[config.mk]
export PLATFORM = sky130hd
export DESIGN_NAME = sysbus_arbiter
export DESIGN_NICKNAME = d
export VERILOG_FILES = /design/src/rtl/sysbus_arbiter.sv
export SDC_FILE = /design/constraint.sdc
export NUM_CORES = 1
export LEC_CHECK = 0
export BUFFER_PORTS_ARGS = -buffer_cell sky130_fd_sc_hd__clkbuf_2
export CORE_AREA = 2 2 158 160
export CTS_CLUSTER_SIZE = 8
export DETAILED_ROUTE_END_ITERATION = 8
export DIE_AREA = 0 0 160 162
export PLACE_DENSITY_LB_ADDON = 0.15
export SETUP_SLACK_MARGIN = 0.4
export SLEW_MARGIN = 5
export SYNTH_ARGS = -nofsm -noshare
export SYNTH_HDL_FRONTEND = slang
export SYNTH_SLANG_ARGS = --single-unit
[constraint.sdc]
create_clock -name clk -period 3.07 [get_ports clk]
set_clock_uncertainty 0.2 [all_clocks]
set_input_delay 0 -clock clk [delete_from_list [all_inputs] [get_ports clk]]
set_output_delay 0 -clock clk [all_outputs]
set_load 0.02 [all_outputs]
[src/rtl/sysbus_arbiter.sv]
// Two-client Sysbus arbiter: client 0 is the instruction cache, client 1 the
// data cache. Round-robin bid/grant; a grant is held for one complete bus
// transaction (request beats, then RESP_BEATS response beats for reads).
//
// Ports:
//   clk, reset                   clock, asynchronous active-low reset
//   cN_bid / cN_grant            per-client bus request / registered grant
//   cN_reqcyc, cN_req, cN_reqtag client request beat (forwarded when granted)
//   cN_respack                   client accepts a response beat
//   cN_reqack, cN_respcyc        bus handshakes routed to the granted client
//   c_resp, c_resptag            bus response broadcast to both clients
//   bus_*                        Sysbus master port
module sysbus_arbiter #(
    parameter int unsigned BUS_DATA_WIDTH = 64,
    parameter int unsigned BUS_TAG_WIDTH  = 13,
    parameter int unsigned RESP_BEATS     = 8,
    parameter int unsigned WR_TAG_BIT     = 12
) (
    input  logic                      clk,
    input  logic                      reset,
    input  logic                      c0_bid,
    input  logic                      c1_bid,
    output logic                      c0_grant,
    output logic                      c1_grant,
    input  logic                      c0_reqcyc,
    input  logic                      c1_reqcyc,
    input  logic [BUS_DATA_WIDTH-1:0] c0_req,
    input  logic [BUS_DATA_WIDTH-1:0] c1_req,
    input  logic [BUS_TAG_WIDTH-1:0]  c0_reqtag,
    input  logic [BUS_TAG_WIDTH-1:0]  c1_reqtag,
    input  logic                      c0_respack,
    input  logic                      c1_respack,
    output logic                      c0_reqack,
    output logic                      c1_reqack,
    output logic                      c0_respcyc,
    output logic                      c1_respcyc,
    output logic [BUS_DATA_WIDTH-1:0] c_resp,
    output logic [BUS_TAG_WIDTH-1:0]  c_resptag,
    output logic                      bus_reqcyc,
    output logic [BUS_DATA_WIDTH-1:0] bus_req,
    output logic [BUS_TAG_WIDTH-1:0]  bus_reqtag,
    output logic                      bus_respack,
    input  logic                      bus_reqack,
    input  logic                      bus_respcyc,
    input  logic [BUS_DATA_WIDTH-1:0] bus_resp,
    input  logic [BUS_TAG_WIDTH-1:0]  bus_resptag
);

    localparam int unsigned CNT_WIDTH = $clog2(RESP_BEATS + 1);

    typedef enum logic [1:0] {StIdle, StReq, StResp} state_e;

    state_e                 state_q, state_d;
    logic [1:0]             grant_q, grant_d;
    logic                   prio_q, prio_d;        // client that wins a tie
    logic                   is_write_q, is_write_d;
    logic                   req_seen_q, req_seen_d;  // is_write already latched
    logic                   beat_done_q, beat_done_d; // >=1 request beat accepted
    logic [CNT_WIDTH-1:0]   cnt_q, cnt_d;
    logic                   rel;

    // Granted client's signals; all zero when no grant or in reset.
    logic                      g_bid;
    logic                      g_reqcyc;
    logic [BUS_DATA_WIDTH-1:0] g_req;
    logic [BUS_TAG_WIDTH-1:0]  g_tag;
    logic                      g_respack;

    always_comb begin
        g_bid     = 1'b0;
        g_reqcyc  = 1'b0;
        g_req     = '0;
        g_tag     = '0;
        g_respack = 1'b0;
        if (reset && grant_q[0]) begin
            g_bid     = c0_bid;
            g_reqcyc  = c0_reqcyc;
            g_req     = c0_req;
            g_tag     = c0_reqtag;
            g_respack = c0_respack;
        end else if (reset && grant_q[1]) begin
            g_bid     = c1_bid;
            g_reqcyc  = c1_reqcyc;
            g_req     = c1_req;
            g_tag     = c1_reqtag;
            g_respack = c1_respack;
        end
    end

    always_comb begin
        state_d     = state_q;
        grant_d     = grant_q;
        prio_d      = prio_q;
        is_write_d  = is_write_q;
        req_seen_d  = req_seen_q;
        beat_done_d = beat_done_q;
        cnt_d       = cnt_q;
        rel         = 1'b0;

        unique case (state_q)
            StIdle: begin
                if (c0_bid || c1_bid) begin
                    grant_d     = (c0_bid && (!c1_bid || !prio_q)) ? 2'b01 : 2'b10;
                    state_d     = StReq;
                    req_seen_d  = 1'b0;
                    beat_done_d = 1'b0;
                end
            end
            StReq: begin
                if (g_reqcyc && !req_seen_q) begin
                    is_write_d = g_tag[WR_TAG_BIT];
                    req_seen_d = 1'b1;
                end
                if (g_reqcyc && bus_reqack) begin
                    beat_done_d = 1'b1;
                end
                if (!g_reqcyc && beat_done_q) begin
                    if (is_write_q) begin
                        rel = 1'b1;
                    end else begin
                        state_d = StResp;
                    end
                end else if (!g_bid && !beat_done_q && !(g_reqcyc && bus_reqack)) begin
                    // Bid withdrawn before anything reached the bus.
                    rel = 1'b1;
                end
            end
            StResp: begin
                if (bus_respcyc && g_respack) begin
                    if (cnt_q == CNT_WIDTH'(RESP_BEATS - 1)) begin
                        cnt_d = '0;
                        rel   = 1'b1;
                    end else begin
                        cnt_d = cnt_q + 1'b1;
                    end
                end
            end
            default: state_d = StIdle;
        endcase

        if (rel) begin
            state_d = StIdle;
            grant_d = 2'b00;
            prio_d  = grant_q[0];  // the other client gets the next tie
        end
    end

    always_ff @(posedge clk or negedge reset) begin
        if (!reset) begin
            state_q     <= StIdle;
            grant_q     <= 2'b00;
            prio_q      <= 1'b0;
            is_write_q  <= 1'b0;
            req_seen_q  <= 1'b0;
            beat_done_q <= 1'b0;
            cnt_q       <= '0;
        end else begin
            state_q     <= state_d;
            grant_q     <= grant_d;
            prio_q      <= prio_d;
            is_write_q  <= is_write_d;
            req_seen_q  <= req_seen_d;
            beat_done_q <= beat_done_d;
            cnt_q       <= cnt_d;
        end
    end

    assign c0_grant    = grant_q[0];
    assign c1_grant    = grant_q[1];
    assign bus_reqcyc  = g_reqcyc;
    assign bus_req     = g_req;
    assign bus_reqtag  = g_tag;
    assign bus_respack = g_respack;
    assign c0_reqack   = reset & grant_q[0] & bus_reqack;
    assign c1_reqack   = reset & grant_q[1] & bus_reqack;
    assign c0_respcyc  = reset & grant_q[0] & bus_respcyc;
    assign c1_respcyc  = reset & grant_q[1] & bus_respcyc;
    assign c_resp      = bus_resp;
    assign c_resptag   = bus_resptag;

endmodule

==> results.yml, run 1 <==
die:
  pin_count: 403
  dieArea_sq_mm: 0.0259
  rows: 57
  die_h_microns: 162
  initial_core_util: 0.0881
  die_w_microns: 160
  core_region_area_sq_mm: 0.0241
detailed_routing:
  routed-wl-met3_microns: 933
  wire_per_inst_microns: 17.2
  wl_met2_microns: 7440
  dr.first_iter.drc_count: 116
  wl_microns: 14100
  met1Wirelength_microns: 5610
  highest_layer: "met4"
  drc: 0
  antenna_left: 0
  vias: 2932
  drt-pass1-iter-count: 4
  vias_per_cell: 3.58
pwr:
  vdd_ir_drop_max_mv: 0.184
  power.total_uw: 2000
  p_leak_uw: 0.00212
  power.density_mw_per_mm2: 494
global_routing:
  antenna_found_initial: 2
  grt-ovfl-total: 0
  grt_pass1_wl_microns: 18500
  grt_pass1_vias: 2915
  grt_max_degree: 78
  track_usage: 0.0934
timing:
  finalSetupViolCount: 0
  report.final.slew_viol_count: 0
  rsz0062_at_grt: "no"
  tns_ns: 0
  max_slew_margin: 0.649
  max_clock_freq_mhz: 413
  tightest_slew_ns: 0.527
  timing.final.crit_share: 0.788
  finalCriticalPeriod_ns: 2.42
  hold_viol: 0
  holdWs_ns: 0.00257
cells_and_area:
  layout.area.seq_sq_um: 300
  num-nets-final: 740
  synthToLayoutAreaGrowth_pct: 90.6
  diodes: 0
  drive_gt1_frac: 0.545
  multi_input_area_sq_mm: 0.00113
  fillCellCount: 2777
  post_layout_nonfiller_instances: 818
worst_setup_path:
  cp-start-kind: "input pin"
  worstReg2RegEnd: "state_q[0]"
  critPathBufInv: 4
  path_cells: "dlygate4sd3_1 -> clkbuf_2 -> and3b_2 -> buf_4 -> a22o_1 -> clkbuf_2"
  cpMostUsedCell: "clkbuf_2"
  crit_family: "buffers and inverters"
  cp.depth: 6
  crit_path_end_kind: "output pin"
  reg2reg_slack_ns: 0.85
  critPathKind: "in -> out"
  cp_slowest_cell: "dlygate4sd3_1"
  endpoint: "bus_req[26]"
  startpoint: "reset"
  max_stage_delay_ns: 0.52
  worstRegToRegCells: 7
  worstReg2RegStart: "state_q[0]"
  required_ns: 2.87
  worst_ep_arrival_time_ns: 2.22
  critPathMaxFanout: 48
logic_synthesis:
  synth_edf_count: 0
  ys_warn_count: 0
  synth_most_common_cell: "buf_4"
  avgSynthCellArea_sq_um: 8.39
  ys_types: 41
  syn_inst: 253
  yosysTopAreaCellShare: 0.318
  seq_area_frac_synth: 0.141
  synth-seq-cells: 12
  synth_fp_nets: 498
  synth.top_cells.by_count: "78 x buf_4, 77 x a22o_1, 12 x dfrtp_1"
  synthesis.area_sq_mm: 0.00212
  synth_top_area_cell: "a22o_1"
  synth_ff_type: "dfrtp_1"
  synthArstFlopShare: 1.00
  synthTopCellsByArea: "a22o_1 32%, buf_4 28%, dfrtp_1 14%, ha_1 2.4%, nand2_1 1.6%"
clocking:
  clkTransAtPathRegs_ns: 0.04
  clockBufferDepth: 2
  cts_tree: "done"
  htreeDepth: 1
  clk_latency_ns: 0.25
  cts_sinks: 12
  cts_buffers: 3
  ctsResizeCount: 0
  root_buffer: "clkbuf_16"
min_path:
  hp-start: "bus_respcyc"
  hp-class: "in -> reg"
place:
  dp_cells: 731
  dp_hpwl_microns: 11400
  io_buffers: 248
  gp_congestion: 0.780
run_status:
  outcome: "finished clean"
job:
  maxCapViolCount: 0
[cells by family after synthesis]
group           count (synthesis)  synth area share
flops                          12             0.141
fa+ha+maj                       4            0.0236
simple gates                   38             0.101
compound gates                 92             0.372
mux                             5            0.0301
buf+inv                       101             0.328
xor+xnor                        1           0.00413
[routing by layer]
metal  up-vias  track usage
met5         -            0
met4         0      0.00819
met3        11       0.0169
met2       178        0.178
met1      1387        0.113
li1       1356            -
[metrics by stage]
| step | instance area (sq um) | util | setup WS, ns |
|---|---|---|---|
| floorplan | 2120 | - | 1.07 |
| global placement | 3130 | 0.130 | 0.988 |
| detailed placement | 3130 | 0.130 | 0.920 |
| CTS | 4050 | 0.168 | 0.598 |
| global route | 4050 | 0.168 | 0.500 |
| finish | 4050 | 0.168 | 0.651 |
[worst reg2reg max path, stage by stage, from the launching register on]
cell,delay (ns)
dfrtp_1,0.40
inv_1,0.10
ha_1,0.28
nor3b_1,0.39
nor3_1,0.13
a31oi_1,0.18
nand3_1,0.12
mux2_4,0.31
[worst min path at each step]
| stage | to | slack [ns] | cells past startpoint |
|---|---|---|---|
| after floorplan | beat_done_q | -0.50 | 0 |
| after global placement | cnt_q[0] | -0.20 | 1 |
| after detailed placement | cnt_q[1] | -0.20 | 1 |
| after CTS | cnt_q[2] | 0.02 | 5 |
| after global routing | state_q[1] | 0.03 | 4 |
| final | cnt_q[2] | 0.003 | 5 |
[placed cells by master (no fill, tap or decap), types with 2 or more instances in the layout]
cell,count
clkbuf_2,248
dlygate4sd3_1,83
a22o_1,77
dfrtp_1,12
nand2_1,9
nor2_1,7
inv_1,4
nand3_1,4
ha_1,4
a21oi_1,3
clkbuf_16,3
a31oi_2,2
and3_2,2
and3_1,2
mux2_2,2
nor3b_1,2
nor3_1,2
mux2_4,2
o21ai_0,2
buf_4,2
[area by class of cell]
class	count	area share
Inverter	4	0.00371
Timing Repair Buffer	334	0.521
Clock buffer	4	0.0220
Sequential cell	12	0.0742
Multi-Input combinational cell	140	0.279
Tap cell	324	0.100
[where the power goes]
| part | switching, uW | internal, uW |
|---|---|---|
| clock network | 76.4 | 197 |
| registers | 54.0 | 203 |
| logic | 865 | 602 |
| total | 995 | 1000 |
[flip-flops by register name, summed over array words and instances (netlist names)]
register	count
beat_done_q	1
req_seen_q	1
prio_q	1
state_q	2
grant_q	2
cnt_q	4
is_write_q	1
[what timing repair did]
item                       4_1_cts  5_1_grt
hold buffers                    83        0
setup endpoints to repair        0        0
hold endpoints to repair        93        0
setup buffers                    0        0
Power figures use the tool's default switching activity.
==> inputs of run 2 (changes only) <==
ABC_AREA = 1   (was default)
CORE_AREA = 2 2 156 158   (was 2 2 158 160)
DIE_AREA = 0 0 158 160   (was 0 0 160 162)
clock period = 2.4 ns   (was 3.07 ns; I/O delays follow)
==> run 2 against run 1 <==
Net effect:
- routed wire length down 5.3%
- count of clock-buffer cells in the layout unchanged
- first-iteration DRC count up 25%
- setup slack worse by 0.20 ns
- design area up 9.8%
- highest routed layer unchanged
- combinational power up 84%
- largest cell class unchanged
- utilization up 1.9 points
- global-route usage down 0.15 points
- synthesized area up 16%
==> results.yml, run 2 <==
detailed_routing:
  wire_per_inst_microns: 13.2
  wl_microns: 13300
  antenna_left: 0
  drt-pass1-iter-count: 4
  dr.first_iter.drc_count: 145
  vias_per_cell: 3.50
  drc: 0
  vias: 3531
die:
  core_region_area_sq_mm: 0.0238
  pin_count: 403
  die_w_microns: 158
  rows: 57
  die_h_microns: 160
  initial_core_util: 0.103
  dieArea_sq_mm: 0.0253
logic_synthesis:
  synth.top_cells.by_count: "174 x nand2_1, 80 x o21ai_0, 77 x buf_4"
  ys_types: 24
  synthArstFlopShare: 1.00
  synthTopCellsByArea: "nand2_1 27%, buf_4 24%, o21ai_0 16%, dfrtp_1 12%, inv_1 3.5%"
  avgSynthCellArea_sq_um: 5.54
  synthesis.area_sq_mm: 0.00246
  syn_inst: 443
  synth_fp_nets: 688
  synth_ff_type: "dfrtp_1"
  ys_warn_count: 0
  seq_area_frac_synth: 0.122
  yosysTopAreaCellShare: 0.266
  synth_top_area_cell: "nand2_1"
  synth_edf_count: 0
  synth_most_common_cell: "nand2_1"
  synth-seq-cells: 12
timing:
  finalSetupViolCount: 0
  finalCriticalPeriod_ns: 1.94
  hold_viol: 0
  tns_ns: 0
  timing.final.crit_share: 0.810
  rsz0062_at_grt: "yes"
  tightest_slew_ns: 0.458
  report.final.slew_viol_count: 0
  holdWs_ns: 0.00609
  max_clock_freq_mhz: 514
  max_slew_margin: 0.694
global_routing:
  grt_use_met1: 0.0937
  grt_max_degree: 61
  grt_pass1_wl_microns: 18200
  antenna_found_initial: 1
  busiest_layer: "met2"
  grtUsageMet2: 0.197
  grt_pass1_vias: 3515
  met3_usage: 0.00814
  grt-ovfl-total: 0
  track_usage: 0.0918
pwr:
  vdd_ir_drop_max_mv: 0.241
  sw_frac_of_total: 0.580
  pwr-share-clk: 0.101
  p_switching_uw: 1980
  internal-power_uw: 1440
  power.density_mw_per_mm2: 769
  power.share.sequential: 0.109
  p_leak_uw: 0.00238
  comb_power_share: 0.790
clocking:
  post_cts_buffers: 0
  clkTransAtPathRegs_ns: 0.05
  cts_sinks: 12
  htreeDepth: 1
  root_buffer: "clkbuf_16"
  cts_buffers: 3
  clockBufferDepth: 2
  clk_latency_ns: 0.24
  cts_tree: "done"
place:
  dp_hpwl_microns: 10200
  gp_congestion: 0.682
  placed_area_sq_mm: 0.00351
  io_buffers: 248
cells_and_area:
  final_area_sq_mm: 0.00444
  regMostFlops: "cnt_q"
  diodes: 0
  final_cell_mix: "248 x clkbuf_2, 174 x nand2_1, 83 x dlygate4sd3_1"
  synthToLayoutAreaGrowth_pct: 80.8
  num-nets-final: 931
  top_regs: "cnt_q x4, grant_q x2, state_q x2"
  layout_commonest_cell: "clkbuf_2"
  largest_reg_flops: 4
  drive_gt1_frac: 0.399
  post-route-util: 0.186
worst_setup_path:
  worstRegToRegCells: 6
  worstReg2RegStart: "state_q[0]"
  reg2reg_slack_ns: 0.56
  max_stage_delay_ns: 0.47
  worst_ep_arrival_time_ns: 1.74
  critPathMaxFanout: 49
  path_cells: "inv_2 -> buf_12 -> nand2_1 -> o21ai_0 -> clkbuf_2"
  worstReg2RegEnd: "grant_q[1]"
  cp_slowest_cell: "dfrtp_1"
  required_ns: 2.20
  crit_path_end_kind: "output pin"
  cp-start-kind: "register"
  critPathKind: "reg -> out"
min_path:
  hp-start: "c1_bid"
  hp-class: "in -> reg"
  holdPathEnd: "grant_q[0]"
  holdPathStages: 4
job:
  maxCapViolCount: 0
run_status:
  outcome: "finished clean"
==> run 2: changes by cell type after synthesis, moves of 4 or more <==
cell      before  now
inv_1          4   23
a22o_1        77    0
o21ai_0        2   80
buf_2          2    6
buf_1          7    3
clkbuf_1       7   15
nand2_1        9  174
nand2_4        0    4
nand3_1        4   13
==> run 2: final cells by class <==
cell class	count	area, sq um
clock buffers	4	88.8
well taps	324	405
repair buffers	339	2160
multi-input cells	304	1380
flip-flops and latches	12	300
fillers	2777	19400
inverters	26	104
==> run 2: timing repair <==
action                                  4_1_cts  5_1_grt
gates cloned                                  0        0
endpoints found under the hold margin        92        0
hold buffers                                 83        0
endpoints found under the setup margin        1        4
gates resized for setup                       1        2
==> run 2: worst max-delay path by stage <==
stage / startpoint / to / cells past startpoint
final: grant_q[0] / bus_req[7] / 5
after global routing: grant_q[0] / bus_req[7] / 5
after CTS: grant_q[0] / bus_req[26] / 5
after detailed placement: grant_q[0] / state_q[0] / 11
after global placement: grant_q[0] / state_q[0] / 11
after floorplan: grant_q[0] / bus_req[26] / 5
==> run 2: critical path: cells and delay by family, from the launching register on <==
family	cells	cell delay, ns
flip-flops	1	0.47
AO/OA/AOI/OAI	1	0.23
buffers and inverters	3	0.62
AND/OR/NAND/NOR	1	0.15
==> run 2: metal layers <==
| metal | vias to the layer above | routed length, microns |
|---|---|---|
| li1 | 1800 | - |
| met1 | 1516 | 4910 |
| met2 | 203 | 7360 |
| met3 | 12 | 901 |
| met4 | 0 | 148 |
| met5 | - | 0 |
==> run 2: logic make-up (layout without fill, tap and decap cells) <==
logic type,count (synthesis),in the layout,share of synthesized area
AO/OA/AOI/OAI,89,89,0.187
XOR/XNOR,2,2,0.00713
flip-flops,12,12,0.122
buffers and inverters,127,369,0.317
AND/OR/NAND/NOR,209,209,0.346
adder cells (fa/ha/maj),4,4,0.0204
==> run 2: power by group through the flow <==
stage	logic, uW	clock network, uW	registers, uW
final	2700	345	371
after CTS	2740	356	373
after detailed placement	2510	0	375
after global routing	2990	361	390
after global placement	2580	0	375
after floorplan	1730	0	380
==> run 2: through the flow <==
stage | setup WS [ns] | power (uW) | std cells
finish | 0.455 | 3420 | 1009
global route | 0.389 | 3740 | 1009
CTS | 0.491 | 3470 | 1009
detailed placement | 0.630 | 2890 | 922
global placement | 0.630 | 2960 | 922
floorplan | 0.529 | 2110 | 443
==> inputs of run 3 (changes only) <==
CORE_AREA = 2 2 155 157   (was 2 2 156 158)
DIE_AREA = 0 0 157 159   (was 0 0 158 160)
clock period = 1.68 ns   (was 2.4 ns; I/O delays follow)
==> run 3 against run 2 <==
Net effect:
- the run now ends with setup timing left
- power grew to 2.6 times the previous value
- clock power is 30% higher
- sequential share of layout area is 2.4 points lower
- flip-flop and latch count stayed put
- critical path type unchanged
- critical endpoint is now bus_req[55]
- highest routed layer unchanged
==> results.yml, run 3 (synthesis results as in run 2) <==
global_routing:
  grt_max_degree: 34
  track_usage: 0.105
  grt_pass1_vias: 3968
  grt_pass1_wl_microns: 20700
  grt-ovfl-total: 0
  antenna_found_initial: 1
worst_setup_path:
  critPathKind: "reg -> out"
  max_stage_delay_ns: 0.47
  required_ns: 1.48
  path_cells: "inv_8 -> buf_12 -> buf_6 -> buf_8 -> nand2_1 -> o21ai_2 -> clkbuf_8"
  worst_ep_arrival_time_ns: 1.53
  critPathMaxFanout: 6
  cp_slowest_cell: "dfrtp_2"
  crit_family: "buffers and inverters"
  cp-start-kind: "register"
  critPathBufInv: 5
  crit_path_end_kind: "output pin"
timing:
  max_clock_freq_mhz: 579
  rsz0062_at_grt: "yes"
  holdWs_ns: 0.0239
  tightest_slew_ns: 0.345
  finalSetupViolCount: 19
  worst_slack_ns: -0.0460
  timing.final.crit_share: 1.03
  max_slew_margin: 0.768
  report.final.slew_viol_count: 0
  hold_viol: 0
  tns_ns: -0.389
  finalCriticalPeriod_ns: 1.73
die:
  die_w_microns: 157
  dieArea_sq_mm: 0.0250
  die_h_microns: 159
  initial_core_util: 0.106
  rows: 56
  pin_count: 403
  core_region_area_sq_mm: 0.0232
cells_and_area:
  regMostFlops: "cnt_q"
  layout_commonest_cell: "clkbuf_2"
  top_regs: "cnt_q x4, grant_q x2, state_q x2"
  diodes: 0
  post-route-util: 0.297
  drive_gt1_frac: 0.705
  num-nets-final: 969
  largest_reg_flops: 4
  synthToLayoutAreaGrowth_pct: 181
  fillCellCount: 2430
  final_cell_mix: "165 x clkbuf_2, 82 x dlygate4sd3_1, 80 x nand2_2"
run_status:
  violations: "setup timing"
  outcome: "finished with violations"
clocking:
  cts_buffers: 3
  clk_latency_ns: 0.24
  cts_tree: "done"
  clockBufferDepth: 2
  clkTransAtPathRegs_ns: 0.05
  cts_sinks: 12
  root_buffer: "clkbuf_16"
  htreeDepth: 1
place:
  io_buffers: 248
  dp_hpwl_microns: 10100
  gp_congestion: 0.712
  dpl_worst_slack_ns: 0.0313
pwr:
  power.density_mw_per_mm2: 1270
  power.total_uw: 8780
  vdd_ir_drop_max_mv: 0.513
  p_leak_uw: 0.00325
detailed_routing:
  drc: 0
  dr.first_iter.drc_count: 94
  antenna_left: 0
  wl_microns: 16400
  vias: 3951
  drt-pass1-iter-count: 4
  vias_per_cell: 3.79
  wire_per_inst_microns: 15.7
job:
  maxCapViolCount: 0
min_path:
  hp-class: "in -> reg"
==> run 3: cell types whose count changed in the layout (fill, tap and decap cells not counted), sizes merged <==
cell and change:
dlygate4sd3 -1, clkbuf -25, buf +64
==> run 3: where the power goes <==
part | internal (uW) | switching, uW | leakage [uW] | total [uW]
sequential | 427 | 124 | 0.000147 | 551
combinational | 3670 | 4110 | 0.00307 | 7780
clock | 320 | 128 | 0.0000382 | 448
total | 4420 | 4360 | 0.00325 | 8780
==> run 3: metrics by stage <==
step	cells	cell area, sq um
floorplan	443	3130
global placement	927	4280
global route	1042	6890
finish	1042	6890
detailed placement	927	4280
CTS	1029	6220
==> run 3: layer usage <==
layer / GRT usage / share of wire / up-vias
met1: 0.104 / 0.35 / 1789
li1: - / - / 1895
met2: 0.223 / 0.55 / 251
met5: 0 / 0 / -
met3: 0.0180 / 0.077 / 16
met4: 0.0171 / 0.024 / 0
==> run 3: path summary, 6_finish.rpt <==
path,start,to,slack [ns],cells after the start
min,bus_reqack,beat_done_q,0.02,5
min reg2reg,cnt_q[2],cnt_q[2],0.26,1
min in group asynchronous,reset,grant_q[1],0.27,3
max in group asynchronous,reset,grant_q[0],0.84,3
max,grant_q[0],bus_req[55],-0.05,7
max reg2reg,grant_q[0],state_q[0],-0.01,12
==> run 3: timing repair <==
action / 4_1_cts / 5_1_grt
endpoints found under the setup margin: 95 / 95
setup buffers: 11 / 4
pin swaps: 10 / 11
cloned: 5 / 9
resized for setup: 207 / 158
hold buffers: 82 / 0
endpoints found under the hold margin: 92 / 0
==> run 3: worst reg2reg max path, cell delays in order, from the launching register on <==
cell and delay, ns:
dfrtp_2 0.47, nand2_4 0.13, clkinv_8 0.14, nand2_4 0.09, o21ai_4 0.06, nand2_4 0.07
clkinv_4 0.07, nand2_4 0.06, nand2_4 0.06, nand2_8 0.08, nand2_2 0.04, nand2_1 0.05
nand2_1 0.05
==> run 3: layout make-up <==
cell class | instances | area [sq um] | area share
Timing Repair Buffer | 377 | 3560 | 0.516
Clock buffer | 4 | 78.8 | 0.0114
Multi-Input combinational cell | 304 | 2420 | 0.352
Sequential cell | 12 | 303 | 0.0439
Inverter | 26 | 130 | 0.0189
Tap cell | 319 | 399 | 0.0579
